$ cat config.mk
export PLATFORM = sky130hd
export DESIGN_NAME = decode_stage
export DESIGN_NICKNAME = d
export VERILOG_FILES = /design/src/rtl/decode_stage.sv
export SDC_FILE = /design/constraint.sdc
export NUM_CORES = 2
export LEC_CHECK = 0
export BUFFER_PORTS_ARGS = -buffer_cell sky130_fd_sc_hd__buf_2
export CAP_MARGIN = 40
export CORE_UTILIZATION = 50
export CTS_BUF_LIST = sky130_fd_sc_hd__clkbuf_2 sky130_fd_sc_hd__clkbuf_4 sky130_fd_sc_hd__clkbuf_8
export CTS_CLUSTER_DIAMETER = 150
export DETAILED_ROUTE_END_ITERATION = 12
export PLACE_DENSITY_LB_ADDON = 0.12
export SLEW_MARGIN = 20
export SYNTH_ARGS = -nofsm -noshare
export SYNTH_HDL_FRONTEND = slang
export SYNTH_SLANG_ARGS = --single-unit
$ cat constraint.sdc
create_clock -name clk -period 5.15 [get_ports clk]
set_input_delay 1.2875 -clock clk [delete_from_list [all_inputs] [get_ports clk]]
set_output_delay 1.2875 -clock clk [all_outputs]
set_load 0.03 [all_outputs]
$ cat src/rtl/decode_stage.sv
`default_nettype none
// ============================================================================
//  Module      : decode_stage
//  Description : RV32I decode stage. Classifies the instruction format,
//                builds the sign-extended immediate, reads the 32x32
//                register file, tracks in-flight writes per register and
//                raises data_hazard so fetch replays the same pc/inst pair.
//                Results land in the execute pipe register (1-cycle latency).
//  Option      : define DECODE_WB_BYPASS_EN to forward wb_data to a source
//                operand whose last outstanding write retires this cycle.
//  Revision    : 1.0 - initial release
// ============================================================================
module decode_stage #(
  parameter int PEND_W = 2,
  parameter int XLEN   = 32
) (
  input  logic            clk,
  input  logic            rst,
  input  logic [31:0]     if_pc,
  input  logic [31:0]     if_inst,
  input  logic            wb_we,
  input  logic [4:0]      wb_rd,
  input  logic [XLEN-1:0] wb_data,
  output logic            data_hazard,
  output logic            ex_valid,
  output logic [31:0]     ex_pc,
  output logic [6:0]      ex_opcode,
  output logic [2:0]      ex_funct3,
  output logic            ex_funct7b5,
  output logic [4:0]      ex_rd,
  output logic            ex_reg_we,
  output logic [XLEN-1:0] ex_rs1_data,
  output logic [XLEN-1:0] ex_rs2_data,
  output logic [XLEN-1:0] ex_imm
);

  localparam logic [6:0] OPC_LUI    = 7'b0110111;
  localparam logic [6:0] OPC_AUIPC  = 7'b0010111;
  localparam logic [6:0] OPC_JAL    = 7'b1101111;
  localparam logic [6:0] OPC_JALR   = 7'b1100111;
  localparam logic [6:0] OPC_LOAD   = 7'b0000011;
  localparam logic [6:0] OPC_OPIMM  = 7'b0010011;
  localparam logic [6:0] OPC_BRANCH = 7'b1100011;
  localparam logic [6:0] OPC_STORE  = 7'b0100011;
  localparam logic [6:0] OPC_OP     = 7'b0110011;

  localparam logic [PEND_W-1:0] CNT_MAX = '1;
  localparam logic [PEND_W-1:0] CNT_ONE = PEND_W'(1);

  logic [XLEN-1:0]   rf  [32];
  logic [PEND_W-1:0] cnt [32];

  logic [6:0]      opcode;
  logic [4:0]      rd, rs1, rs2;
  logic            inst_valid, use_rs1, use_rs2, writes_rd;
  logic [XLEN-1:0] imm;
  logic [XLEN-1:0] rs1_val, rs2_val;
  logic            byp_rs1, byp_rs2;
  logic            haz_rs1, haz_rs2, rd_full;
  logic            reg_we, issue, do_inc;

  assign opcode = if_inst[6:0];
  assign rd     = if_inst[11:7];
  assign rs1    = if_inst[19:15];
  assign rs2    = if_inst[24:20];

  // Format classification: which sources are read, whether rd is written,
  // and which immediate layout applies. Unknown opcodes decode as bubbles.
  always_comb begin
    inst_valid = 1'b0;
    use_rs1    = 1'b0;
    use_rs2    = 1'b0;
    writes_rd  = 1'b0;
    imm        = '0;
    case (opcode)
      OPC_LUI, OPC_AUIPC: begin
        inst_valid = 1'b1;
        writes_rd  = 1'b1;
        imm        = {if_inst[31:12], 12'b0};
      end
      OPC_JAL: begin
        inst_valid = 1'b1;
        writes_rd  = 1'b1;
        imm        = {{11{if_inst[31]}}, if_inst[31], if_inst[19:12],
                      if_inst[20], if_inst[30:21], 1'b0};
      end
      OPC_JALR, OPC_LOAD, OPC_OPIMM: begin
        inst_valid = 1'b1;
        use_rs1    = 1'b1;
        writes_rd  = 1'b1;
        imm        = {{20{if_inst[31]}}, if_inst[31:20]};
      end
      OPC_BRANCH: begin
        inst_valid = 1'b1;
        use_rs1    = 1'b1;
        use_rs2    = 1'b1;
        imm        = {{19{if_inst[31]}}, if_inst[31], if_inst[7],
                      if_inst[30:25], if_inst[11:8], 1'b0};
      end
      OPC_STORE: begin
        inst_valid = 1'b1;
        use_rs1    = 1'b1;
        use_rs2    = 1'b1;
        imm        = {{20{if_inst[31]}}, if_inst[31:25], if_inst[11:7]};
      end
      OPC_OP: begin
        inst_valid = 1'b1;
        use_rs1    = 1'b1;
        use_rs2    = 1'b1;
        writes_rd  = 1'b1;
      end
      default: ;
    endcase
  end

`ifdef DECODE_WB_BYPASS_EN
  // A source whose only outstanding write retires this cycle is not a hazard.
  assign byp_rs1 = wb_we && (wb_rd == rs1) && (cnt[rs1] == CNT_ONE);
  assign byp_rs2 = wb_we && (wb_rd == rs2) && (cnt[rs2] == CNT_ONE);
`else
  assign byp_rs1 = 1'b0;
  assign byp_rs2 = 1'b0;
`endif

  assign haz_rs1     = use_rs1 && (rs1 != 5'd0) && (cnt[rs1] != '0) && !byp_rs1;
  assign haz_rs2     = use_rs2 && (rs2 != 5'd0) && (cnt[rs2] != '0) && !byp_rs2;
  assign rd_full     = writes_rd && (rd != 5'd0) && (cnt[rd] == CNT_MAX);
  assign data_hazard = haz_rs1 || haz_rs2 || rd_full;

  assign reg_we = writes_rd && (rd != 5'd0);
  assign issue  = inst_valid && !data_hazard;
  assign do_inc = issue && reg_we;

  // Source operand read: x0 and unused sources give 0; a same-cycle write
  // is only visible here when writeback forwarding is built in.
  always_comb begin
    rs1_val = '0;
    rs2_val = '0;
    if (use_rs1 && (rs1 != 5'd0)) begin
      rs1_val = rf[rs1];
`ifdef DECODE_WB_BYPASS_EN
      if (wb_we && (wb_rd == rs1)) rs1_val = wb_data;
`endif
    end
    if (use_rs2 && (rs2 != 5'd0)) begin
      rs2_val = rf[rs2];
`ifdef DECODE_WB_BYPASS_EN
      if (wb_we && (wb_rd == rs2)) rs2_val = wb_data;
`endif
    end
  end

  // Register file: cleared on reset, written by writeback (x0 never written).
  always_ff @(posedge clk) begin
    if (rst) begin
      for (int i = 0; i < 32; i++) rf[i] <= '0;
    end else if (wb_we && (wb_rd != 5'd0)) begin
      rf[wb_rd] <= wb_data;
    end
  end

  // In-flight write counters: +1 on issue, -1 on writeback, hold when both
  // hit the same register; a writeback to an idle register leaves it at 0.
  always_ff @(posedge clk) begin
    for (int r = 0; r < 32; r++) begin
      if (rst || (r == 0)) begin
        cnt[r] <= '0;
      end else if (do_inc && (rd == 5'(r))) begin
        if (!(wb_we && (wb_rd == 5'(r)))) cnt[r] <= cnt[r] + CNT_ONE;
      end else if (wb_we && (wb_rd == 5'(r)) && (cnt[r] != '0)) begin
        cnt[r] <= cnt[r] - CNT_ONE;
      end
    end
  end

  // Execute pipe register: loads the decoded instruction on issue, a
  // cleared bubble on reset, hazard or bubble input.
  always_ff @(posedge clk) begin
    if (rst || !issue) begin
      ex_valid    <= 1'b0;
      ex_pc       <= '0;
      ex_opcode   <= '0;
      ex_funct3   <= '0;
      ex_funct7b5 <= 1'b0;
      ex_rd       <= '0;
      ex_reg_we   <= 1'b0;
      ex_rs1_data <= '0;
      ex_rs2_data <= '0;
      ex_imm      <= '0;
    end else begin
      ex_valid    <= 1'b1;
      ex_pc       <= if_pc;
      ex_opcode   <= opcode;
      ex_funct3   <= if_inst[14:12];
      ex_funct7b5 <= if_inst[30];
      ex_rd       <= reg_we ? rd : 5'd0;
      ex_reg_we   <= reg_we;
      ex_rs1_data <= rs1_val;
      ex_rs2_data <= rs2_val;
      ex_imm      <= imm;
    end
  end

endmodule
`default_nettype wire

### After elaboration in Yosys (flattened, before gate mapping)

Memories as Yosys holds them, arrays and structs flattened. A register that Yosys moved wholly into a read port is not among the register bits.
Index checks and enable logic that the tools add are counted.

* memories kept: 2
* logic and storage cells: 687
* flip-flop bits (word level): 82
* input bits: 104
* bits in writable memories: 1088

* reductions and logical operators: 154
* bitwise gates (word level): 65
* add/sub/neg operators: 62
* eq/ne operators: 72
* mux-type cells: 324

Memory list
* rf: depth 32, bits a word 32, rd ports 2, clocked after memory_dff 2, wr ports 32, RTL line 50 `logic [XLEN-1:0] rf [32];`
* cnt: depth 32, bits a word 2, rd ports 34, clocked after memory_dff 0, wr ports 32, RTL line 51 `logic [PEND_W-1:0] cnt [32];`

Operator list (number)
* 1-bit 2-to-1 mux: 259
* 5-bit equality test, second input constant: 32
* 32-bit one-hot mux with 5 select lines: 1
* 2-bit 2-to-1 mux: 62
* 1-bit logical AND: 102
* 5-bit by 4-bit equality test with 1-bit output, second input constant: 16
* 2-bit nonzero test: 33
* 2-bit by 1-bit adder with 2-bit output, second input constant: 31
* 1-bit OR: 62
* 2-bit by 1-bit subtractor with 2-bit output, second input constant: 31
* 5-bit by 3-bit equality test with 1-bit output, second input constant: 8
* 32-bit 2-to-1 mux: 1
* 32-bit OR reduction: 1
* 7-bit by 6-bit equality test with 1-bit output, second input constant: 3
* 7-bit equality test, second input constant: 3
* 5-bit by 2-bit equality test with 1-bit output, second input constant: 4
* 5-bit nonzero test: 4
* 7-bit by 5-bit equality test with 1-bit output, second input constant: 2
* 5-bit by 1-bit equality test with 1-bit output, second input constant: 2
* 9-bit OR reduction: 1
* 2-bit OR reduction: 4
* 7-bit by 2-bit equality test with 1-bit output, second input constant: 1
* 7-bit OR reduction: 1
* 3-bit OR reduction: 2
* other kinds (6): 11

### Depth between registers and ports, before layout

* depth after elaboration: 16
* depth in mapped cells: 13
* mapped depth without buffers: 8

### Worst setup path after synthesis

Ideal clock, no wire load.

* path type: input to register
* start point: in wb_rd[3]
* end point: mem rf[8][0], enable pin
* cell stages on the path: 3
* slack: 0.304 ns
* arrival time: 4.381 ns
* library setup time: 0.466 ns
* cell sequence: clkbuf_1 > or3b_2 > o21ai_0

RTL lines
* start, declared: RTL line 22 `input logic [4:0] wb_rd,`
* end, declared: RTL line 50

### Worst setup path after layout

* start point: in if_inst[7]
* end point: out data_hazard

* cells in the longest elaborated chain, start to end: 4
* elaborated cells between the ends (all ways): 6
* those cells by class: 1 x eq/ne; 4 x reduce/logical; 1 x memory

Ends and longest elaborated chain
* start, declared: RTL line 20 `input logic [31:0] if_inst,`
* memory 32 x 2 bit or 5-bit nonzero test (tied branches)
* 2-bit equality test or 1-bit logical AND (tied branches): RTL line 127 `assign rd_full = writes_rd && (rd != 5'd0) && (cnt[rd] == CNT_MAX);`
* 1-bit logical AND *: RTL line 127
* 1-bit logical OR *: RTL line 128 `assign data_hazard = haz_rs1 || haz_rs2 || rd_full;`
* end, declared: RTL line 24 `output logic data_hazard,`

Every way passes the cells marked *; elsewhere a longest branch is shown, timed or not.

==> results.ini <==
[global_routing]
grtUsageTotal=0.331
grt-ovfl-total=0
grt_antenna_before_repair=30
grt_max_degree=167
grt_pass1_vias=41500
grt_pass1_wl_mm=301

[synthesis]
synthTopCellsByArea=edfxtp_1 (51%), mux4_2 (23%), and2_1 (6.4%)
ys_warn_count=0
synth_commonest_cells=edfxtp_1 (1086), mux4_2 (656), and2_1 (655)
synth_edf_count=1086
yosysSeqAreaShare=0.558
ys_types=73
async_reset_ff_frac=0
syn_inst=4239
synthMostInstantiatedCell=edfxtp_1
syn_area_per_cell_um2=15.0
synth_top_area_frac=0.512
ys_ff_latch=1232
syn_area_um2=63700
synth_flop_cell=edfxtp_1
synth_area_leader_cell=edfxtp_1

[sta]
rsz0062_at_grt=no
max_slew_margin=0.307
setup_viol=0
worstMarginPinSlew_ps=1040
finalCritPeriodShare=0.903
fin_crit_ps=4650
finalMaxSlewViolations=0
finalHoldViolCount=0
holdWs_ps=551
skew_ps=46.2
final.setup.tns_ps=0
fmax_mhz=215

[worst_setup_path]
crit_buf_inv=2
worstPathCellList=buf_2 -> mux4_2 -> a222oi_1 -> o211ai_1 -> o2bb2a_4 -> nand2_1 -> buf_2
crit_required_ps=3860
cp-start-kind=primary input
cp_slowest_cell=mux4_2
cp.arrival_ps=3360
slowest_delay_ps=560
end_kind=primary output
crit_family=compound AO/OA/AOI/OAI gates
path_class=in2out
path_common_cell=buf_2
crit_fanout=21

[floorplan]
dieArea_um2=129000
die_h_um=359
rows=130
core_um2=126000
io_pins=251
die_w_um=359
start_util=0.506

[cells_and_area]
multiInputGateArea_um2=26500
layout-drive-gt1-share=0.328
area_delta_synth_final_pct=12.5
seqCellArea_um2=35500
fin_util=0.569
fillers=10000
nNetsFinal=4541

[clock_tree]
cts_made_buffers=206
cts_tree=built
cts_setup_buffers=0
htree_levels=4
post_cts_resized=0
clock_sinks=1232
cts_buffer_depth=3
cts_hold_buffers=0
clkLatencyLatePin_ps=950
clkTransAtPathRegs_ps=60
cts_root_buf=clkbuf_8

[place]
hpwl_mm=119
port_buffers=250
gp_congestion=0.897

[worst_hold_path]
hold_path.class=in2reg

[pwr]
leakagePower_nw=26.6
power_frac_seq=0.490
pwr-share-comb=0.113
powerDensity_nw_per_um2=330
sw_frac_of_total=0.250
switchingPower_w=0.00590
clockPowerShare=0.397
peakVddDrop_uv=277
p_int_w=0.0177

[detailed_routing]
routedWlPerCell_um=34.1
drt_iter0_drc=6154
drt-pass1-iter-count=7
ant_nets=0
drt_wl_total_mm=213
drc_errors=0
via_per_inst=6.68
dr_total_vias=41700

[flow_run]
drv_cap=0

[outcome]
status=complete, no violations

cells by family after synthesis:
logic type / Yosys count / share of synthesized area
buffers and inverters: 547 / 0.0332
AOI/OAI and AO/OA: 217 / 0.0225
other: 1 / 0.0000589
adders and majority gates: 30 / 0.00590
muxes: 740 / 0.245
and+or+nand+nor: 1472 / 0.135
DFF: 1232 / 0.558
stage by stage:
step | setup slack (ps) | std cells | area [um2] | power [W]
2_1_floorplan | 304 | 4270 | 63800 | 0.0134
3_3_place_gp | 501 | 5842 | 67000 | 0.0144
3_5_place_dp | 486 | 5848 | 67100 | 0.0144
4_1_cts | 486 | 6237 | 71600 | 0.0237
5_1_grt | 386 | 6242 | 71600 | 0.0243
6_report | 500 | 6252 | 71600 | 0.0236
power groups by stage:
stage / Clock, W / Combinational [W] / Sequential (W)
after floorplan: 0 / 0.00171 / 0.0117
after global placement: 0 / 0.00263 / 0.0118
after detailed placement: 0 / 0.00265 / 0.0118
after CTS: 0.00946 / 0.00265 / 0.0116
after global routing: 0.00989 / 0.00276 / 0.0116
final: 0.00938 / 0.00267 / 0.0116
state kept, by name, summed over array words and instances (netlist names), 3 cells and up:
register and cells:
ex_pc 32, ex_rs1_data 32, ex_imm 32, ex_rs2_data 32, rf 1024, ex_opcode 7
ex_rd 5, ex_funct3 3, cnt 62
routing by layer:
layer	track usage	part of all wire	routed length (um)	up-vias
met1	0.453	0.37	79700	21600
met2	0.513	0.47	100000	2816
met4	0.135	0.038	8160	6
met3	0.0760	0.12	24900	498
met5	0	0.00021	44	-
li1	-	-	-	16800
cell usage in the layout, fill, tap and decap left out, drive strengths merged, types with 6 or more instances in the layout:
cell type  synthesis  layout
diode              0      14
nand3             43      43
nand2b             9       9
nand4              7       7
inv               91      95
nand2            112     112
and3             393     393
a21oi            102     102
a211o             23      23
bufinv             0       6
clkbuf           358     332
a211oi             9       9
or3                7       7
and2             655     655
conb               1      32
mux2i             80      80
o21ai             19      19
ha                30      30
nor2b             11      11
buf               98     385
clkinv             0      44
mux4             656     656
dfxtp            146     146
nor3              76      76
a31oi              9       9
edfxtp          1086    1086
nor2             127     127
area by class of cell:
| class | instances | share of cell area |
|---|---|---|
| Timing Repair Buffer | 385 | 0.0378 |
| Clock inverter | 57 | 0.00631 |
| Antenna cell | 14 | 0.000489 |
| Clock buffer | 332 | 0.0559 |
| Inverter | 91 | 0.00489 |
| Tap cell | 1650 | 0.0288 |
| Multi-Input combinational cell | 2491 | 0.370 |
| Sequential cell | 1232 | 0.496 |
path summary, 6_finish.rpt:
check | to | depth (start not counted) | start | slack, ps
max | data_hazard | 7 | if_inst[7] | 500
min | ex_pc[19] | 2 | if_pc[19] | 550
max reg2reg | cnt[10][0] | 10 | cnt[1][0] | 1880
min reg2reg | cnt[31][0] | 1 | cnt[31][0] | 610
Note: power is estimated with default switching activity, not from simulation.
